`src/rtl/fetch_unit.sv`:
```
// Instruction-fetch stage: owns the PC, pairs two-word immediate instructions
// into one packet and injects interrupt CALL packets ahead of normal fetch.
module fetch_unit #(
    parameter int                  PC_WIDTH = 32,
    parameter logic [PC_WIDTH-1:0] RESET_PC = '0
) (
    input  logic                i_clk,
    input  logic                i_reset,
    input  logic                i_stall,
    input  logic                i_branch_taken,
    input  logic [PC_WIDTH-1:0] i_branch_target,
    input  logic                i_interrupt,
    output logic [PC_WIDTH-1:0] o_imem_addr,
    input  logic [15:0]         i_imem_data,
    output logic [15:0]         o_instr,
    output logic [15:0]         o_imm,
    output logic [PC_WIDTH-1:0] o_pc_next,
    output logic                o_valid,
    output logic                o_interrupt,
    output logic [1:0]          o_state
);

    localparam logic [1:0] FETCH     = 2'd0;
    localparam logic [1:0] FETCH_IMM = 2'd1;
    localparam logic [1:0] INT_HOLD  = 2'd2;

    localparam logic [15:0] CALL_WORD = {5'b00101, 11'b0};

    logic [PC_WIDTH-1:0] pc;
    logic [PC_WIDTH-1:0] pc_inc;
    logic [1:0]          state;
    logic                pending;
    logic [15:0]         held;
    logic [4:0]          opcode;
    logic                two_word;

    assign pc_inc      = pc + {{(PC_WIDTH-1){1'b0}}, 1'b1};
    assign opcode      = i_imem_data[15:11];
    assign two_word    = (opcode == 5'b10010) || (opcode == 5'b11110) || (opcode == 5'b11111);
    assign o_imem_addr = pc;
    assign o_state     = state;

    // o_pc_next keeps its last value on bubbles; only valid packets carry a return address.
    always_ff @(posedge i_clk) begin
        if (i_reset) begin
            pc          <= RESET_PC;
            state       <= FETCH;
            pending     <= 1'b0;
            held        <= 16'h0;
            o_instr     <= 16'h0;
            o_imm       <= 16'h0;
            o_pc_next   <= '0;
            o_valid     <= 1'b0;
            o_interrupt <= 1'b0;
        end else begin
            pending <= pending | i_interrupt;
            if (i_branch_taken) begin
                pc          <= i_branch_target;
                state       <= FETCH;
                held        <= 16'h0;
                o_instr     <= 16'h0;
                o_imm       <= 16'h0;
                o_valid     <= 1'b0;
                o_interrupt <= 1'b0;
            end else if (!i_stall) begin
                case (state)
                    FETCH: begin
                        if (pending) begin
                            // A request arriving on the injection cycle merges into this CALL.
                            pending     <= 1'b0;
                            state       <= INT_HOLD;
                            o_instr     <= CALL_WORD;
                            o_imm       <= 16'h0;
                            o_pc_next   <= pc;
                            o_valid     <= 1'b1;
                            o_interrupt <= 1'b1;
                        end else if (two_word) begin
                            held        <= i_imem_data;
                            pc          <= pc_inc;
                            state       <= FETCH_IMM;
                            o_instr     <= 16'h0;
                            o_imm       <= 16'h0;
                            o_valid     <= 1'b0;
                            o_interrupt <= 1'b0;
                        end else begin
                            pc          <= pc_inc;
                            o_instr     <= i_imem_data;
                            o_imm       <= 16'h0;
                            o_pc_next   <= pc_inc;
                            o_valid     <= 1'b1;
                            o_interrupt <= 1'b0;
                        end
                    end
                    FETCH_IMM: begin
                        pc          <= pc_inc;
                        state       <= FETCH;
                        o_instr     <= held;
                        o_imm       <= i_imem_data;
                        o_pc_next   <= pc_inc;
                        o_valid     <= 1'b1;
                        o_interrupt <= 1'b0;
                    end
                    default: begin
                        // INT_HOLD waits for the ISR redirect; unused encodings fall back to FETCH.
                        if (state != INT_HOLD) begin
                            state <= FETCH;
                        end
                        o_instr     <= 16'h0;
                        o_imm       <= 16'h0;
                        o_valid     <= 1'b0;
                        o_interrupt <= 1'b0;
                    end
                endcase
            end
        end
    end

endmodule

```
`config.mk`:
```
export PLATFORM = sky130hd
export DESIGN_NAME = fetch_unit
export DESIGN_NICKNAME = d
export VERILOG_FILES = /design/src/rtl/fetch_unit.sv
export SDC_FILE = /design/constraint.sdc
export NUM_CORES = 1
export LEC_CHECK = 0
export ABC_AREA = 1
export CORE_MARGIN = 2
export CORE_UTILIZATION = 49
export CTS_CLUSTER_DIAMETER = 30
export DETAILED_ROUTE_END_ITERATION = 6
export PLACE_DENSITY = 0.78
export SYNTH_ARGS = -nofsm -noshare
export SYNTH_HDL_FRONTEND = slang
export SYNTH_SLANG_ARGS = --single-unit
```
`constraint.sdc`:
```
create_clock -name i_clk -period 2 [get_ports i_clk]
set_input_delay 0.4 -clock i_clk [delete_from_list [all_inputs] [get_ports i_clk]]
set_output_delay 0.4 -clock i_clk [all_outputs]
set_load 0.01 [all_outputs]
```
==> flow_summary.json, run 1 <==
{
  "timing.reg2reg.worst_path_depth": 7,
  "cts_buffer_depth": 2,
  "critPathCaptureType": "primary output",
  "p_seq_share_pct": 39.1,
  "outcome": "finished clean",
  "gp_congestion": 0.998,
  "cts_buffers": 17,
  "postSynth.topFlopCell": "sky130_fd_sc_hd__dfxtp_1",
  "n_antenna_cell": 0,
  "worst_clock_skew_ns": 0.00692,
  "period_needed_ns": 1.90,
  "power.clock.fraction_pct": 46.2,
  "regArea_sq_mm": 0.00234,
  "dpl.hpwl_mm": 13.3,
  "route.final.wire_length_mm": 18.6,
  "grt_overflow_total": 0,
  "buffer_ports.inserted": 152,
  "multi_input_comb_area_sq_mm": 0.00303,
  "cts_hold_repair.buffers": 0,
  "fmaxAchievable_ghz": 0.525,
  "wire_per_inst_microns": 15.4,
  "fin_tns_setup_ns": 0,
  "core_area_sq_mm": 0.0116,
  "synthDistinctLibCells": 36,
  "initialDrtViolationCount": 532,
  "floorplan.rows": 39,
  "drcViolationCount": 0,
  "critPathRequiredTime_ns": 1.60,
  "power.switching_mw": 1.84,
  "grt_pass1_wl_mm": 29.6,
  "synthesis.nets": 938,
  "hold_depth": 2,
  "clk_pin_slew_ns": 0.06,
  "power.internal_mw": 4.67,
  "slew-limit-headroom_pct": 61.8,
  "htree_num_levels": 4,
  "synthCells": 884,
  "final_layout_size_suffix_gt1_share_pct": 9.88,
  "hold_path_class": "reg -> reg",
  "synth.yosys.seq_area_share_pct": 40.0,
  "total_leakage_power_nw": 3.17,
  "instances_no_fill": 1206,
  "die_height_microns": 113,
  "layout.nets": 1104,
  "design.portCount": 153,
  "numPlacedInstances": 1174,
  "first_pass_iters": 5,
  "arrival_ns": 1.50,
  "async_reset_ff_share_pct": 0,
  "power.density_mw_per_mm2": 786,
  "ir_worst_vdd_v": 0.000521,
  "synth.yosys.warnings": 0,
  "finalSetupViolations": 0,
  "setup.worst_path.start_class": "flip-flop",
  "cts.sinks": 117,
  "avgViaCountPerCell": 5.35,
  "grt_setup_unrepaired": "false",
  "grt_max_degree": 34,
  "drv.max_cap_violation_count": 0,
  "die_width_microns": 113,
  "min_period_over_period_pct": 95.2,
  "syn2layout_area_growth_pct": 41.4,
  "cts_setup_buffers": 0,
  "vias": 6449,
  "clock_insertion_delay_worst_skew_ns": 0.42,
  "antenna_found_initial": 0,
  "die_area_sq_mm": 0.0129,
  "number_of_global_route_vias_before_repair": 5880,
  "synth_seq_cells": 117,
  "number_of_flops_mapped_to_enable_cells_by_yosys": 0,
  "finalHoldViolCount": 0,
  "synth_area_per_cell_sq_um": 6.63,
  "crit_fanout": 4,
  "most-common-layout-cells": "sky130_fd_sc_hd__nand2_1, sky130_fd_sc_hd__clkdlybuf4s50_1, sky130_fd_sc_hd__dfxtp_1, sky130_fd_sc_hd__a21oi_1, sky130_fd_sc_hd__nor2_1",
  "most_common_cell_after_layout_fill_and_taps_aside": "sky130_fd_sc_hd__nand2_1",
  "cts-resized-gates": 0,
  "initial_core_utilization_pct": 50.7,
  "p_sw_share_pct": 28.3,
  "transition_at_the_pin_with_the_smallest_max_transition_slack_ns": 0.572,
  "groute.usage.overall_pct": 29.0,
  "drv_slew": 0,
  "power.share.combinational_pct": 14.7,
  "clock_tree.root_cell": "sky130_fd_sc_hd__clkbuf_16",
  "criticalPathCategory": "reg -> out",
  "ant_nets": 0,
  "syn-cell-area_sq_mm": 0.00586,
  "clock_tree_from_tritoncts": "done",
  "fillCellCount": 937
}
## worst paths after layout
kind	from	slack, ns	endpoint
setup / recovery	o_imem_addr[9]$_SDFFE_PP0P_	0.1	o_imem_addr[9]
hold / removal	held[13]$_SDFFE_PP0P_	0.46	held[13]$_SDFFE_PP0P_
setup reg to reg	o_imem_addr[1]$_SDFFE_PP0P_	0.22	o_pc_next[18]$_SDFFE_PP0P_
hold reg to reg	held[13]$_SDFFE_PP0P_	0.46	held[13]$_SDFFE_PP0P_
## cells by family (layout without fill, tap and decap cells)
family          count (synthesis)  after routing  synth area share, %
simple gates                  441            441                 31.3
compound gates                196            196                 17.7
flops                         117            117                 40.0
buf+inv                       113            292                 8.28
xor+xnor                       16             16                 2.52
fa+ha+maj                       1              1                0.213
## synth_stat cells (11+ instances only)
master	n	share of area [%]
sky130_fd_sc_hd__inv_1	61	3.9
sky130_fd_sc_hd__clkbuf_1	18	1.2
sky130_fd_sc_hd__nor2_1	92	5.9
sky130_fd_sc_hd__nand3_1	38	3.2
sky130_fd_sc_hd__o21ai_0	56	4.8
sky130_fd_sc_hd__a21oi_1	99	8.5
sky130_fd_sc_hd__dfxtp_1	117	40
sky130_fd_sc_hd__buf_2	17	1.5
sky130_fd_sc_hd__xor2_1	13	1.9
sky130_fd_sc_hd__a31oi_1	21	2.2
sky130_fd_sc_hd__nand2_1	283	18
sky130_fd_sc_hd__o21ai_1	11	0.94
## through the flow
step / power (mW) / cell area, sq um / setup WS (ns) / hold WS, ns / utilization (%)
6_report: 6.52 / 8290 / 0.0953 / 0.461 / 71.7
5_1_grt: 6.75 / 8290 / 0.0426 / 0.476 / 71.7
4_1_cts: 6.53 / 8290 / 0.0430 / 0.464 / 71.7
3_5_place_dp: 3.54 / 7710 / 0.0321 / 0.444 / 66.6
3_3_place_gp: 3.54 / 7710 / 0.0669 / 0.445 / 66.6
2_1_floorplan: 3.04 / 5860 / 0.470 / 0.430 / -
## per-layer routing
layer / track usage (%) / up-vias / wire length (microns)
li1: - / 3181 / -
met1: 36.4 / 2930 / 7860
met2: 49.8 / 295 / 8900
met3: 5.58 / 43 / 1310
met4: 10.7 / 0 / 527
met5: 0 / - / 0
## power by group through the flow
stage / Clock (mW) / Combinational [mW] / Sequential [mW]
3_5_place_dp: 0 / 0.949 / 2.59
4_1_cts: 3.02 / 0.959 / 2.55
2_1_floorplan: 0 / 0.426 / 2.61
6_report: 3.01 / 0.961 / 2.55
5_1_grt: 3.14 / 1.05 / 2.56
3_3_place_gp: 0 / 0.941 / 2.60
## worst max-delay path: stages, from the launching register on
cell,delay [ns]
sky130_fd_sc_hd__dfxtp_1,0.39
sky130_fd_sc_hd__buf_4,0.16
sky130_fd_sc_hd__clkdlybuf4s50_1,0.53
## sequential cells by signal, summed over array words and instances (netlist names)
| signal | count |
|---|---|
| o_imm | 16 |
| o_instr | 16 |
| o_valid | 1 |
| o_pc_next | 32 |
| pending | 1 |
| held | 16 |
| o_interrupt | 1 |
| o_state | 2 |
| o_imem_addr | 32 |
## cell type report
type	count	share of cell area [%]
sequential	117	28.3
inverter	69	3.15
tap	143	2.16
timing repair buffer	191	22.8
clock inverter	14	1.74
multi-input combinational	654	36.6
clock buffer	18	5.30
Note: power is estimated with default switching activity, not from simulation.
==> run 2: changes to the inputs <==
==> constraint.sdc (replaced) <==
create_clock -name i_clk -period 2 [get_ports i_clk]
set_input_delay 0.6 -clock i_clk [delete_from_list [all_inputs] [get_ports i_clk]]
set_output_delay 0.6 -clock i_clk [all_outputs]
set_load 0.01 [all_outputs]
==> run 2 against run 1 <==
Largest cell class unchanged. Highest routed layer unchanged. Clock-buffer cell count shrank 1. Design area grew 1.6%. Utilization grew 1.1 points. Power grew 1.3%. Flip-flop and latch count is the same. Sequential power is essentially flat. Non-clock buffer count grew 10. First-iteration DRC count grew 6.6%. Via count grew 0.42%. Maximum frequency shrank 3.5%. Worst setup slack lost 0.070 ns.
==> flow_summary.json, run 2 (synthesis results as in run 1) <==
{
  "outcome": "finished clean",
  "route.final.wire_length_mm": 18.9,
  "min_period_over_period_pct": 98.7,
  "cp_cell_sequence": "clkdlybuf4s50_1",
  "finalHoldViolCount": 0,
  "setup.worst_path.start_class": "flip-flop",
  "arrival_ns": 1.37,
  "final_layout_size_suffix_gt1_share_pct": 12.7,
  "cts.sinks": 117,
  "grt-busiest-layer": "met2",
  "slew-limit-headroom_pct": 61.5,
  "drv.max_cap_violation_count": 0,
  "grt_use_met3_pct": 5.95,
  "ir_worst_vdd_v": 0.000436,
  "largest_delay_share_family_worst_path": "buffers and inverters",
  "critPathCaptureType": "primary output",
  "post-route-util_pct": 72.8,
  "cts_buffers": 17,
  "fillCellCount": 950,
  "critical_path_buf_inv_count": 1,
  "floorplan.rows": 39,
  "core_area_sq_mm": 0.0116,
  "grt_overflow_total": 0,
  "cts_setup_buffers": 0,
  "grt_pass1_wl_mm": 30.3,
  "clock_tree.root_cell": "sky130_fd_sc_hd__clkbuf_16",
  "final_design_area_no_fill_sq_mm": 0.00842,
  "cts_buffer_depth": 2,
  "wire_per_inst_microns": 15.6,
  "total_leakage_power_nw": 3.36,
  "power.clock.fraction_pct": 46.6,
  "hold_slack_ns": 0.455,
  "max_stage_delay_cell_worst_path": "sky130_fd_sc_hd__clkdlybuf4s50_1",
  "instances_no_fill": 1216,
  "buffer_ports.inserted": 152,
  "worst_clock_skew_ns": 0.00897,
  "power.share.combinational_pct": 14.9,
  "hold_start": "held[13]$_SDFFE_PP0P_",
  "clock_insertion_delay_worst_skew_ns": 0.41,
  "most_common_cell_after_layout_fill_and_taps_aside": "sky130_fd_sc_hd__nand2_1",
  "period_needed_ns": 1.97,
  "drv_slew": 0,
  "layout.nets": 1114,
  "cp-startpoint": "o_imem_addr[5]$_SDFFE_PP0P_",
  "transition_at_the_pin_with_the_smallest_max_transition_slack_ns": 0.577,
  "die_width_microns": 113,
  "first_pass_iters": 5,
  "worstReg2RegStart": "o_imem_addr[1]$_SDFFE_PP0P_",
  "dpl.hpwl_mm": 13.6,
  "design.portCount": 153,
  "clk_pin_slew_ns": 0.06,
  "dpl-instance-area_sq_mm": 0.00778,
  "fmaxAchievable_ghz": 0.506,
  "gp_congestion": 0.969,
  "drcViolationCount": 0,
  "crit_fanout": 5,
  "grt_setup_unrepaired": "false",
  "n_antenna_cell": 0,
  "initial_core_utilization_pct": 50.7,
  "most-common-layout-cells": "sky130_fd_sc_hd__nand2_1, sky130_fd_sc_hd__clkdlybuf4s50_1, sky130_fd_sc_hd__a21oi_1, sky130_fd_sc_hd__dfxtp_1, sky130_fd_sc_hd__nor2_1",
  "finalSetupViolations": 0,
  "power.internal_mw": 4.78,
  "critPathMaxStageDelay_ns": 0.57,
  "ant_nets": 0,
  "numPlacedInstances": 1184,
  "vias": 6476,
  "clock_tree_from_tritoncts": "done",
  "number_of_global_route_vias_before_repair": 6190,
  "p_sw_share_pct": 27.7,
  "criticalPathCategory": "reg -> out",
  "die_area_sq_mm": 0.0129,
  "grt_max_degree": 34,
  "avgViaCountPerCell": 5.33,
  "critPathRequiredTime_ns": 1.40,
  "use_met1_pct": 36.3,
  "initialDrtViolationCount": 567,
  "power.switching_mw": 1.83,
  "antenna_found_initial": 0,
  "power.density_mw_per_mm2": 784,
  "grt_util_met2_pct": 50.1,
  "die_height_microns": 113,
  "groute.usage.overall_pct": 29.5,
  "syn2layout_area_growth_pct": 43.7,
  "p_seq_share_pct": 38.5,
  "htree_num_levels": 4,
  "hold_path_class": "reg -> reg"
}
[run 2: cell count changes in the layout (fill, tap and decap cells not counted), sizes merged, moves of 3 or more]
cell	previous run	this run
buf	39	49
clkdlybuf4s50	152	142
clkinv	2	6
clkinvlp	4	1
dlygate4sd2	0	3
dlymetal6s2s	0	7
[run 2: timing repair]
item                       4_1_cts  5_1_grt
setup endpoints to repair       25        7
resized for setup               26        7
hold buffers                     0        0
[run 2: stage by stage]
step / total power, mW / TNS [ns] / setup slack (ns)
4_1_cts: 6.60 / 0 / 0.00119
6_report: 6.61 / 0 / 0.0253
3_3_place_gp: 3.55 / -5.85 / -0.120
5_1_grt: 6.83 / 0 / 0.00101
2_1_floorplan: 3.04 / 0 / 0.357
3_5_place_dp: 3.56 / -10.05 / -0.212
[run 2: final timing paths]
kind / cells past startpoint / slack, ns / end
max: 1 / 0.03 / o_imem_addr[5]
min: 2 / 0.46 / held[13]$_SDFFE_PP0P_
max reg2reg: 7 / 0.22 / o_pc_next[18]$_SDFFE_PP0P_
min reg2reg: 2 / 0.46 / held[13]$_SDFFE_PP0P_
[run 2: layout make-up]
type | count | area [sq um] | share of cell area [%]
well taps | 143 | 179 | 2.12
repair buffers | 201 | 1980 | 23.5
flip-flops and latches | 117 | 2370 | 28.2
multi-input cells | 654 | 3030 | 36.0
clock inverters | 15 | 170 | 2.02
inverters | 69 | 262 | 3.11
clock buffers | 17 | 425 | 5.05
[run 2: power groups by stage]
stage	combinational, mW	clock (mW)	sequential, mW
after global routing	1.07	3.20	2.55
after global placement	0.966	0	2.58
after CTS	0.983	3.08	2.54
after floorplan	0.426	0	2.61
after detailed placement	0.980	0	2.58
final	0.987	3.08	2.54
[run 2: layer usage]
metal  vias up  routed length, microns
li1       3192                       -
met1      2958                    7890
met2       279                    9110
met3        47                    1280
met4         0                     650
met5         -                       0
==> run 3: changes to the inputs <==
--- a/config.mk
+++ b/config.mk
@@ -7,10 +7,11 @@
 export LEC_CHECK = 0
 export ABC_AREA = 1
 export CORE_MARGIN = 2
-export CORE_UTILIZATION = 49
+export CORE_UTILIZATION = 59
 export CTS_CLUSTER_DIAMETER = 30
 export DETAILED_ROUTE_END_ITERATION = 6
-export PLACE_DENSITY = 0.78
+export DONT_BUFFER_PORTS = 1
+export PLACE_DENSITY = 0.73
 export SYNTH_ARGS = -nofsm -noshare
 export SYNTH_HDL_FRONTEND = slang
 export SYNTH_SLANG_ARGS = --single-unit
==> run 3 against run 2 <==
Maximum frequency increased by 9.7%. Worst setup slack improved by 0.17 ns. Clock-buffer cell count increased by 1. Die area decreased by 16%. First-iteration DRC count decreased by 13%. Routed wire length decreased by 5.9%. Critical path depth unchanged. Largest cell class unchanged. Largest power group unchanged.
==> flow_summary.json, run 3 (synthesis results as in run 1) <==
{
  "die_height_microns": 104,
  "drv_slew": 0,
  "fillCellCount": 889,
  "gp_congestion": 0.964,
  "die_width_microns": 104,
  "cts-resized-gates": 0,
  "antenna_found_initial": 0,
  "grt_overflow_total": 0,
  "critPathCaptureType": "primary output",
  "wire_per_inst_microns": 17.3,
  "first_pass_iters": 5,
  "die_area_sq_mm": 0.0107,
  "clock_tree_from_tritoncts": "done",
  "cts_setup_buffers": 0,
  "htree_num_levels": 4,
  "grt_setup_unrepaired": "false",
  "most_common_cell_after_layout_fill_and_taps_aside": "sky130_fd_sc_hd__nand2_1",
  "cts_buffer_depth": 2,
  "clock_insertion_delay_worst_skew_ns": 0.52,
  "timing.reg2reg.worst_path_depth": 9,
  "floorplan.rows": 36,
  "min_period_over_period_pct": 90.0,
  "capture_point_of_the_worst_reg_to_reg_path": "o_pc_next[5]$_SDFFE_PP0P_",
  "drv.max_cap_violation_count": 0,
  "worst_clock_skew_ns": 0.00653,
  "slew-limit-headroom_pct": 38.3,
  "finalHoldViolCount": 0,
  "max_stage_delay_cell_worst_path": "sky130_fd_sc_hd__dfxtp_1",
  "total_leakage_power_nw": 2.53,
  "cts.sinks": 117,
  "groute.usage.overall_pct": 33.2,
  "transition_at_the_pin_with_the_smallest_max_transition_slack_ns": 0.925,
  "hold_depth": 1,
  "reg2reg_setup_slack_ns": 0.20,
  "n_antenna_cell": 0,
  "largest_delay_share_family_worst_path": "flip-flops",
  "outcome": "finished clean",
  "initialDrtViolationCount": 494,
  "number_of_global_route_vias_before_repair": 5573,
  "critPathMaxStageDelay_ns": 0.48,
  "power.density_mw_per_mm2": 926,
  "fmaxAchievable_ghz": 0.555,
  "ant_nets": 0,
  "arrival_ns": 1.20,
  "period_needed_ns": 1.80,
  "cts_buffers": 17,
  "ir_worst_vdd_v": 0.000529,
  "buffer_ports.inserted": 0,
  "cts_hold_repair.buffers": 0,
  "clk_pin_slew_ns": 0.06,
  "drcViolationCount": 0,
  "dpl.hpwl_mm": 11.9,
  "worst_hold_path.endpoint": "o_imem_addr[2]$_SDFFE_PP0P_",
  "clock_tree.root_cell": "sky130_fd_sc_hd__clkbuf_8",
  "criticalPathCategory": "reg -> out",
  "finalSetupViolations": 0,
  "initial_core_utilization_pct": 60.2,
  "critical_path_buf_inv_count": 1,
  "fin_tns_setup_ns": 0,
  "hold_start": "i_reset",
  "critPathRequiredTime_ns": 1.40,
  "regArea_sq_mm": 0.00234,
  "route.final.wire_length_mm": 17.8,
  "grt_pass1_wl_mm": 28.6,
  "cp-startpoint": "o_imem_addr[3]$_SDFFE_PP0P_",
  "cp_cell_sequence": "buf_4",
  "vias": 5912,
  "layout.nets": 938,
  "most-common-layout-cells": "sky130_fd_sc_hd__nand2_1, sky130_fd_sc_hd__dfxtp_1, sky130_fd_sc_hd__a21oi_1, sky130_fd_sc_hd__nor2_1, sky130_fd_sc_hd__inv_1",
  "final_layout_size_suffix_gt1_share_pct": 9.92,
  "multi_input_comb_area_sq_mm": 0.00303,
  "setup.worst_path.start_class": "flip-flop",
  "hold_path_class": "in -> reg",
  "worstReg2RegStart": "o_state[1]$_SDFFE_PP0P_",
  "core_area_sq_mm": 0.00973,
  "avgViaCountPerCell": 5.74,
  "syn2layout_area_growth_pct": 12.4,
  "post-route-util_pct": 67.7,
  "crit_fanout": 7,
  "design.portCount": 153,
  "grt_max_degree": 40
}
-- run 3: cell type report --
class,count,area share (%)
clock buffers,18,6.34
clock inverters,14,2.32
inverters,69,3.97
multi-input cells,654,46.1
flip-flops and latches,117,35.6
well taps,133,2.53
repair buffers,25,3.23
-- run 3: power breakdown --
group | leakage (nW) | switching, mW | internal (mW)
Combinational | 1.30 | 0.387 | 0.193
Clock | 0.268 | 1.16 | 1.78
Sequential | 0.956 | 0.141 | 2.44
-- run 3: through the flow --
| step | hold slack (ns) | area [sq um] | power [mW] | instances | setup WS, ns |
|---|---|---|---|---|---|
| after floorplan | 0.430 | 5860 | 3.04 | 884 | 0.357 |
| after global placement | 0.444 | 6020 | 3.17 | 998 | 0.222 |
| after detailed placement | 0.451 | 6020 | 3.19 | 998 | 0.166 |
| after CTS | 0.134 | 6590 | 6.10 | 1030 | 0.201 |
| after global routing | 0.145 | 6590 | 6.29 | 1030 | 0.0207 |
| final | 0.158 | 6590 | 6.10 | 1030 | 0.200 |
-- run 3: per-layer routing --
metal | GRT usage [%] | routed length, microns
met1 | 46.1 | 7940
met2 | 50.3 | 7820
met3 | 8.24 | 1720
met4 | 11.9 | 335
met5 | 0 | 0
-- run 3: worst reg2reg max path: stages, from the launching register on --
cell,delay (ns)
sky130_fd_sc_hd__dfxtp_1,0.57
sky130_fd_sc_hd__nor2_4,0.14
sky130_fd_sc_hd__inv_2,0.07
sky130_fd_sc_hd__nand2_2,0.07
sky130_fd_sc_hd__inv_2,0.48
sky130_fd_sc_hd__nand2_1,0.12
sky130_fd_sc_hd__nand2_1,0.10
sky130_fd_sc_hd__nor2_1,0.04
sky130_fd_sc_hd__nor2_1,0.08
sky130_fd_sc_hd__nor2_1,0.04
-- run 3: worst max-delay path by stage --
stage | end | cells after the start
after CTS | o_imem_addr[3] | 1
final | o_imem_addr[3] | 1
after global routing | o_imem_addr[23]$_SDFFE_PP0P_ | 7
after detailed placement | o_pc_next[4]$_SDFFE_PP0P_ | 9
after global placement | o_pc_next[4]$_SDFFE_PP0P_ | 9
after floorplan | o_pc_next[1]$_SDFFE_PP0P_ | 6
